--- config.mk ---
export PLATFORM = sky130hd
export DESIGN_NAME = data_mem_access_ctrl
export DESIGN_NICKNAME = d
export VERILOG_FILES = /design/src/rtl/mem_ctrl_pkg.sv /design/src/rtl/mem_lane_align.sv /design/src/rtl/data_mem_access_ctrl.sv
export SDC_FILE = /design/constraint.sdc
export NUM_CORES = 1
export LEC_CHECK = 0
export CORE_UTILIZATION = 44
export CTS_BUF_LIST = sky130_fd_sc_hd__clkbuf_8
export CTS_CLUSTER_SIZE = 30
export DETAILED_ROUTE_END_ITERATION = 7
export PLACE_DENSITY_LB_ADDON = 0.08
export SLEW_MARGIN = 15
export SYNTH_ARGS = -nofsm -noshare
export SYNTH_HDL_FRONTEND = slang
export SYNTH_HIERARCHICAL = 1
export SYNTH_SLANG_ARGS = --single-unit
--- constraint.sdc ---
create_clock -name clk -period 3.9 [get_ports clk]
set_clock_uncertainty 0.15 [all_clocks]
set_input_delay 0.585 -clock clk [delete_from_list [all_inputs] [get_ports clk]]
set_output_delay 0.585 -clock clk [all_outputs]
set_load 0.05 [all_outputs]
--- src/rtl/mem_ctrl_pkg.sv ---
// Shared types and helpers for the data-memory access controller.
// Holds the funct3 load/store encodings, FSM states, byte-enable constants and the legality check.
package mem_ctrl_pkg;

   typedef enum logic [2:0] {
      MEM_B  = 3'b000,
      MEM_H  = 3'b001,
      MEM_W  = 3'b010,
      MEM_BU = 3'b100,
      MEM_HU = 3'b101
   } mem_type_e;

   typedef enum logic [2:0] {
      ST_IDLE,
      ST_REQ,
      ST_WAIT,
      ST_DONE,
      ST_ERR
   } state_e;

   localparam logic [3:0] BE_B0  = 4'b0001;
   localparam logic [3:0] BE_LO  = 4'b0011;
   localparam logic [3:0] BE_HI  = 4'b1100;
   localparam logic [3:0] BE_ALL = 4'b1111;

   // Unsigned variants exist only for loads, so a store with funct3[2] set is rejected.
   function automatic logic accessIllegal(input logic re, input logic we,
                                          input logic [2:0] memType, input logic [1:0] off);
      logic bad;
      bad = (re & we) | (we & memType[2]);
      case (memType)
         MEM_B, MEM_BU:  bad = bad;
         MEM_H, MEM_HU:  bad = bad | off[0];
         MEM_W:          bad = bad | (off != 2'b00);
         default:        bad = 1'b1;
      endcase
      return bad;
   endfunction

endpackage

--- src/rtl/mem_lane_align.sv ---
// Byte-lane steering between the core and a 32-bit word bus.
// The load path extracts and extends the addressed field; the store path builds strobes and replicated data.
module mem_lane_align
   import mem_ctrl_pkg::*;
(
   input  logic [2:0]  ld_type_i,
   input  logic [1:0]  ld_offset_i,
   input  logic [31:0] ld_word_i,
   output logic [31:0] ld_data_o,
   input  logic [2:0]  st_type_i,
   input  logic [1:0]  st_offset_i,
   input  logic [31:0] st_data_i,
   output logic [3:0]  st_be_o,
   output logic [31:0] st_wdata_o
);

   logic [31:0] shifted;

   always_comb begin
      shifted = ld_word_i >> {ld_offset_i, 3'b000};
      case (ld_type_i)
         MEM_B:   ld_data_o = {{24{shifted[7]}}, shifted[7:0]};
         MEM_H:   ld_data_o = {{16{shifted[15]}}, shifted[15:0]};
         MEM_BU:  ld_data_o = {24'h000000, shifted[7:0]};
         MEM_HU:  ld_data_o = {16'h0000, shifted[15:0]};
         default: ld_data_o = shifted;
      endcase
   end

   // Replicating the data lets the memory pick the lane from the strobes alone.
   always_comb begin
      case (st_type_i)
         MEM_B: begin
            st_be_o    = BE_B0 << st_offset_i;
            st_wdata_o = {4{st_data_i[7:0]}};
         end
         MEM_H: begin
            st_be_o    = st_offset_i[1] ? BE_HI : BE_LO;
            st_wdata_o = {2{st_data_i[15:0]}};
         end
         default: begin
            st_be_o    = BE_ALL;
            st_wdata_o = st_data_i;
         end
      endcase
   end

endmodule

--- src/rtl/data_mem_access_ctrl.sv ---
// Sequences core loads/stores onto a req/gnt/rvalid bus and stalls the core until each access
// finishes, faults on misalignment, or is abandoned after TIMEOUT cycles on the bus.
module data_mem_access_ctrl
   import mem_ctrl_pkg::*;
#(
   parameter int ADDR_W  = 32,
   parameter int TIMEOUT = 16
) (
   input  logic              clk,
   input  logic              rst,
   input  logic              read_enable_i,
   input  logic              write_enable_i,
   input  logic [2:0]        mem_type_i,
   input  logic [ADDR_W-1:0] addr_i,
   input  logic [31:0]       wdata_i,
   output logic              stall_o,
   output logic              done_o,
   output logic [31:0]       rdata_o,
   output logic              mis_err_o,
   output logic              tout_err_o,
   output logic              bus_req_o,
   output logic              bus_we_o,
   output logic [ADDR_W-1:0] bus_addr_o,
   output logic [3:0]        bus_be_o,
   output logic [31:0]       bus_wdata_o,
   input  logic              bus_gnt_i,
   input  logic              bus_rvalid_i,
   input  logic [31:0]       bus_rdata_i
);

   localparam int CNT_W = $clog2(TIMEOUT + 1);

   state_e              state_q;
   logic [CNT_W-1:0]    toutCnt_q;
   logic [CNT_W-1:0]    toutCnt_d;
   logic                timeoutHit;
   logic                busReq_q;
   logic                busWe_q;
   logic [ADDR_W-1:0]   busAddr_q;
   logic [3:0]          busBe_q;
   logic [31:0]         busWdata_q;
   logic [2:0]          ldType_q;
   logic [1:0]          ldOff_q;
   logic [31:0]         rdata_q;
   logic                done_q;
   logic                misErr_q;
   logic                toutErr_q;
   logic [31:0]         ldData;
   logic [3:0]          stBe;
   logic [31:0]         stWdata;
   logic                accessReq;

   mem_lane_align u_lane (
      .ld_type_i   (ldType_q),
      .ld_offset_i (ldOff_q),
      .ld_word_i   (bus_rdata_i),
      .ld_data_o   (ldData),
      .st_type_i   (mem_type_i),
      .st_offset_i (addr_i[1:0]),
      .st_data_i   (wdata_i),
      .st_be_o     (stBe),
      .st_wdata_o  (stWdata)
   );

   assign accessReq  = read_enable_i | write_enable_i;
   assign toutCnt_d  = toutCnt_q + CNT_W'(1);
   assign timeoutHit = (toutCnt_d == CNT_W'(TIMEOUT));

   // Completion on the final allowed cycle takes priority over the timeout abort.
   always_ff @(posedge clk or posedge rst) begin
      if (rst) begin
         state_q    <= ST_IDLE;
         toutCnt_q  <= '0;
         busReq_q   <= 1'b0;
         busWe_q    <= 1'b0;
         busAddr_q  <= '0;
         busBe_q    <= '0;
         busWdata_q <= '0;
         ldType_q   <= '0;
         ldOff_q    <= '0;
         rdata_q    <= '0;
         done_q     <= 1'b0;
         misErr_q   <= 1'b0;
         toutErr_q  <= 1'b0;
      end else begin
         done_q    <= 1'b0;
         misErr_q  <= 1'b0;
         toutErr_q <= 1'b0;
         case (state_q)
            ST_IDLE: begin
               if (accessReq) begin
                  if (accessIllegal(read_enable_i, write_enable_i, mem_type_i, addr_i[1:0])) begin
                     state_q  <= ST_ERR;
                     misErr_q <= 1'b1;
                     rdata_q  <= '0;
                  end else begin
                     state_q    <= ST_REQ;
                     toutCnt_q  <= '0;
                     busReq_q   <= 1'b1;
                     busWe_q    <= write_enable_i;
                     busAddr_q  <= {addr_i[ADDR_W-1:2], 2'b00};
                     busBe_q    <= write_enable_i ? stBe : BE_ALL;
                     busWdata_q <= write_enable_i ? stWdata : '0;
                     ldType_q   <= mem_type_i;
                     ldOff_q    <= addr_i[1:0];
                  end
               end
            end
            ST_REQ: begin
               if (bus_gnt_i && (busWe_q || bus_rvalid_i)) begin
                  busReq_q <= 1'b0;
                  done_q   <= 1'b1;
                  state_q  <= ST_DONE;
                  if (!busWe_q) begin
                     rdata_q <= ldData;
                  end
               end else if (timeoutHit) begin
                  busReq_q  <= 1'b0;
                  toutErr_q <= 1'b1;
                  rdata_q   <= '0;
                  state_q   <= ST_ERR;
               end else begin
                  toutCnt_q <= toutCnt_d;
                  if (bus_gnt_i) begin
                     busReq_q <= 1'b0;
                     state_q  <= ST_WAIT;
                  end
               end
            end
            ST_WAIT: begin
               if (bus_rvalid_i) begin
                  rdata_q <= ldData;
                  done_q  <= 1'b1;
                  state_q <= ST_DONE;
               end else if (timeoutHit) begin
                  toutErr_q <= 1'b1;
                  rdata_q   <= '0;
                  state_q   <= ST_ERR;
               end else begin
                  toutCnt_q <= toutCnt_d;
               end
            end
            ST_DONE: state_q <= ST_IDLE;
            ST_ERR:  state_q <= ST_IDLE;
            default: state_q <= ST_IDLE;
         endcase
      end
   end

   // Reset forces the stall low even while the core still presents a request.
   assign stall_o = !rst && (((state_q == ST_IDLE) && accessReq) ||
                             (state_q == ST_REQ) || (state_q == ST_WAIT));

   assign done_o      = done_q;
   assign mis_err_o   = misErr_q;
   assign tout_err_o  = toutErr_q;
   assign rdata_o     = rdata_q;
   assign bus_req_o   = busReq_q;
   assign bus_we_o    = busWe_q;
   assign bus_addr_o  = busAddr_q;
   assign bus_be_o    = busBe_q;
   assign bus_wdata_o = busWdata_q;

endmodule
After elaboration in Yosys (flattened, before gate mapping) --
Cells that the tools add are included.
Operators by class: mux-type cells 46, shift operators 2, equality and inequality tests 18, bitwise logic cells 7, reductions and logical operators 20, $add $sub $neg 1
Operator list (number):
- 32-bit 2-to-1 mux | 7
- 32-bit one-hot mux with 4 select lines | 1
- 32-bit one-hot mux with 3 select lines | 1
- 32-bit one-hot mux with 2 select lines | 1
- 32-bit by 5-bit right shift with 32-bit output | 1
- 5-bit 2-to-1 mux | 5
- 3-bit 2-to-1 mux | 7
- 1-bit 2-to-1 mux | 15
- 5-bit one-hot mux with 3 select lines | 1
- 3-bit == test (second input constant) | 4
- 2-bit != test (second input constant) | 5
- 3-bit by 1-bit == test with 1-bit output (second input constant) | 3
- 3-bit logical NOT | 3
- 3-bit one-hot mux with 3 select lines | 1
- 4-bit 2-to-1 mux | 2
- 4-bit one-hot mux with 2 select lines | 1
- 4-bit AND reduction | 2
- 3-bit by 2-bit == test with 1-bit output (second input constant) | 2
- 3-bit != test (second input constant) | 2
- 1-bit one-hot mux with 2 select lines | 3
- 3-bit AND reduction | 2
- 5-bit by 1-bit adder with 5-bit output (second input constant) | 1
- 5-bit == test (second input constant) | 1
- 5-bit AND reduction | 1
- other kinds (12) | 22
Word-level totals: register bits 116, bits of input ports 105, logic and storage cells 107, output and inout port bits 106

Logic depth before layout (Yosys ltp) --
depth after elaboration 9, gate-level depth with buffers 8, mapped depth without buffers 5

Modules after synthesis --
The synthesis kept the hierarchy.
By module, submodules not included:
- data_mem_access_ctrl | area an instance 5380.2 µm², cells each 474, times used 1, sequential area each 2902.8 µm²
- mem_lane_align | area an instance 1286.2 µm², cells each 181, times used 1, sequential area each 0.0 µm²

Worst setup path before layout --
No wires, ideal clock.
kind input to register, start point in addr_i[1], end point reg busAddr_q[14] (netlist: bus_addr_o[14]), arrival 2.252 ns, setup slack 1.374 ns, setup time 0.125 ns, stages 6, data required time 3.625 ns, buffers on the path 2, path through o31a_1 or3_1 buf_2 nor3_4 buf_6 mux2_2
On the way: longest elaborated chain between the ends 7
RTL lines:
- from (decl) | RTL line data_mem_access_ctrl.sv:14 | input logic [ADDR_W-1:0] addr_i,
- 2-bit nonzero test | RTL line mem_ctrl_pkg.sv:34 | MEM_W: bad = bad | (off != 2'b00);
- 1-bit bitwise OR | RTL line mem_ctrl_pkg.sv:34
- 1-bit one-hot mux with 3 select lines | RTL line mem_ctrl_pkg.sv:31 | case (memType)
- 1-bit 2-to-1 mux | RTL line data_mem_access_ctrl.sv:91 | if (accessReq) begin
- 1-bit 2-to-1 mux | RTL line data_mem_access_ctrl.sv:89 | case (state_q)
- 1-bit NOT (no source line)
- 3-bit AND reduction (no source line)
- to (signal assigned) | RTL line data_mem_access_ctrl.sv:101 | busAddr_q <= {addr_i[ADDR_W-1:2], 2'b00};
- to (decl) | RTL line data_mem_access_ctrl.sv:39 | logic [ADDR_W-1:0] busAddr_q;
Every way passes these cells. The select of a mux whose other input is x is not followed. A chain may end at the register's enable or synchronous reset.

Worst setup path after layout --
start point in write_enable_i, end point out stall_o
On the way: longest elaborated chain between the ends 5
RTL lines:
- from (decl) | RTL line data_mem_access_ctrl.sv:12 | input logic write_enable_i,
- 1-bit bitwise OR | RTL line data_mem_access_ctrl.sv:65 | assign accessReq = read_enable_i | write_enable_i;
- 1-bit logical AND | RTL line data_mem_access_ctrl.sv:151 | assign stall_o = !rst && (((state_q == ST_IDLE) && accessReq) ||
- 1-bit logical OR | RTL line data_mem_access_ctrl.sv:151
- 1-bit logical OR | RTL line data_mem_access_ctrl.sv:152 | (state_q == ST_REQ) || (state_q == ST_WAIT));
- 1-bit logical AND | RTL line data_mem_access_ctrl.sv:151
- to (decl) | RTL line data_mem_access_ctrl.sv:16 | output logic stall_o,
Every way passes these cells.

==> metrics.txt <==
run status complete, but fails checks; violated checks design-rule violations; antenna-violating nets left 0; CORE AREA around 15000 sq um; hpwl dp between 10 and 15 mm; io pins 211; Routed WL 19.3 mm; Async S/R FF share, synth 100%; Row Count 44; largest net degree at the start of global routing 62; hold crit path type reg2reg; CP most frequent cell clkdlybuf4s50_1; TritonCTS buffer count 17; crit start category primary input; root buffer cell clkbuf_8; Max FO, Critical Path 6; Final nets between 900 and 1000; total grt overflow 0; setup TNS 0 ns; Max Cap Viol 0; Netlist cell types 61; Synth Flop Type dfrtp_1; CP Class in2out; die width approximately 130 um; Slew headroom between 20% and 30%; vias per cell 5.82; layout cells sized above 1 roughly 14%; H-tree Lvls 4; Max Freq just under 300 MHz; DRC Markers 26; Clk pin slew, worst setup/hold paths around 0.080 ns; final hold violation count 0; CTS tree yes; Arrival @ worst endpoint about 2.7 ns; mapped cell area 6670 sq um; CP max-delay cell clkdlybuf4s50_1; via count 6010; RSZ-0062 raised after global routing false; DIE HEIGHT about 130 um; CP Cell Sequence clkdlybuf4s50_1, or4_1, nand2_1, nor2_1, clkdlybuf4s50_1; CP Capture Type output port; FF/Latch Area slightly below 3000 sq um; Leak Pwr around 3.7 nW; Peak VDD IR between 0.0005 and 0.0006 V; gr usage total ~25%; post-cts sizing count 0; Iteration-0 DRC Markers between 600 and 700; power per standard cell area 870 nW/um^2; number of hold buffers added after CTS 0; first-pass GRT wire length 31.3 mm; CP required around 3.2 ns; drt pass-1 iters 8; WL/cell approximately 19 um; Largest stage delay, worst path ~0.69 ns; Initial Util ~46%; Port Buf Inserts 208; Post-CTS Setup Inserts 0; fillers 1206; syn_area_per_cell approximately 10 sq um; final setup vio count 0; Least-Margin Pin Slew 1.08 ns; Final Core Density 62.4%; Final Cycle Share 86.7%; Synth Instances 655; Yosys warning total 6; multi-input logic area about 3300 sq um; Max Slew Vio Count 0; worst skew pair latency 0.43 ns; CTS sink count about 120; initial antenna violation count 0; post-placement cell count 1001; # diodes 0; P&R area growth vs syn 37.2%; gpl congestion about 0.89; post-route non-filler standard cell count between 1000 and 1500; fin crit period 3.38 ns; #FFs+latches synth ~120; vias in the first global route roughly 6000; DIE AREA 15600 sq um; Bufs on Longest Clock Path 2; number of synthesized flops with an enable pin 0; register area share after synthesis between 40% and 50%
critical path: cells and delay by family:
family | cells | cell delay (ns)
and+or+nand+nor | 3 | 0.85
buffers and inverters | 2 | 1.20
through the flow:
step / worst slack (ns) / hold slack, ns / cell area [sq um] / power (mW)
5_1_grt: 0.423 / 0.361 / 9150 / 8.37
3_5_place_dp: 0.522 / 0.325 / 8780 / 6.92
4_1_cts: 0.523 / 0.343 / 9150 / 7.98
2_1_floorplan: 0.0926 / 0.331 / 6670 / 5.36
3_3_place_gp: 0.552 / 0.317 / 8780 / 6.85
6_report: 0.518 / 0.337 / 9150 / 7.96
logic make-up (layout without fill, tap and decap cells):
group	Yosys count	count (layout)	share of synthesized area (%)
compound gates	212	212	24.1
xor+xnor	1	1	0.131
fa+ha+maj	1	1	0.188
buf+inv	103	296	7.41
flops	116	116	43.5
mux	79	79	13.2
other cells	1	2	0.0563
simple gates	142	142	11.4
sequential cells by signal, summed over array words and instances, names as in the netlist:
name / cells
bus_we_o: 1
ldType_q: 3
bus_addr_o: 30
bus_be_o: 4
state_q: 3
rdata_o: 32
tout_err_o: 1
mis_err_o: 1
toutCnt_q: 5
bus_wdata_o: 32
ldOff_q: 2
bus_req_o: 1
done_o: 1
path summary, 6_finish.rpt:
kind                                               to  cells after the start  slack [ns]                 startpoint
max reg2reg                    rdata_o[8]$_DFFE_PP0P_                      5        1.22     state_q[2]$_DFFE_PP0P_
min in group asynchronous  bus_addr_o[11]$_DFFE_PP0P_                      2        0.52                        rst
max                                           stall_o                      5        0.52             write_enable_i
min                         bus_addr_o[9]$_DFFE_PP0P_                      1        0.34  bus_addr_o[9]$_DFFE_PP0P_
min reg2reg                 bus_addr_o[9]$_DFFE_PP0P_                      1        0.34  bus_addr_o[9]$_DFFE_PP0P_
max in group asynchronous     rdata_o[16]$_DFFE_PP0P_                      3        2.29                        rst
cells in the mapped netlist, types with 9 or more instances:
cell / count / area (sq um)
clkbuf_1: 28 / 105
nand2_1: 55 / 206
nor2_1: 19 / 71.3
nor2b_1: 10 / 62.6
nand4_1: 19 / 119
o21ai_0: 9 / 45.0
a22o_1: 32 / 280
mux2_2: 48 / 541
a2bb2oi_1: 35 / 307
o211ai_1: 67 / 503
buf_4: 13 / 97.6
buf_2: 17 / 85.1
dfrtp_1: 116 / 2900
mux2_1: 13 / 146
mux2i_1: 16 / 160
a21oi_1: 33 / 165
inv_1: 39 / 146
cell usage in the layout, fill, tap and decap left out, types with 6 or more instances in the layout:
cell | synthesis | routed
o21ai_0 | 9 | 9
o211ai_1 | 67 | 67
nand2_1 | 55 | 55
or2_2 | 8 | 8
mux2_1 | 13 | 13
inv_1 | 39 | 38
a22o_1 | 32 | 32
a2bb2oi_1 | 35 | 35
clkinv_4 | 0 | 6
clkbuf_8 | 0 | 17
a211oi_1 | 8 | 8
a21oi_1 | 33 | 33
mux2_2 | 48 | 48
clkdlybuf4s50_1 | 0 | 208
dfrtp_1 | 116 | 116
nor2_1 | 19 | 19
nor2b_1 | 10 | 10
buf_4 | 13 | 17
nand4_1 | 19 | 19
mux2i_1 | 16 | 16
layout make-up:
cell class                      instances  area share, %
Multi-Input combinational cell        437           35.9
Sequential cell                       116           31.7
Timing Repair Buffer                  225           24.2
Clock buffer                           17           2.56
Tap cell                              184           2.52
Inverter                               39           1.63
Clock inverter                         15           1.48
layer usage:
| layer | GRT usage, % | up-vias | wire length (um) |
|---|---|---|---|
| met1 | 35.2 | 2932 | 8790 |
| met2 | 38.7 | 262 | 8980 |
| met3 | 5.73 | 20 | 1320 |
| met5 | 0 | - | 0 |
| li1 | - | 2796 | - |
| met4 | 7.89 | 0 | 220 |
power by group:
group	internal [mW]	total (mW)	switching (mW)	leakage, nW
Clock	0.506	1.04	0.531	0.186
Combinational	1.71	4.73	3.02	2.05
Sequential	1.72	2.19	0.474	1.48
No activity file was read; power rests on OpenSTA's default activity.
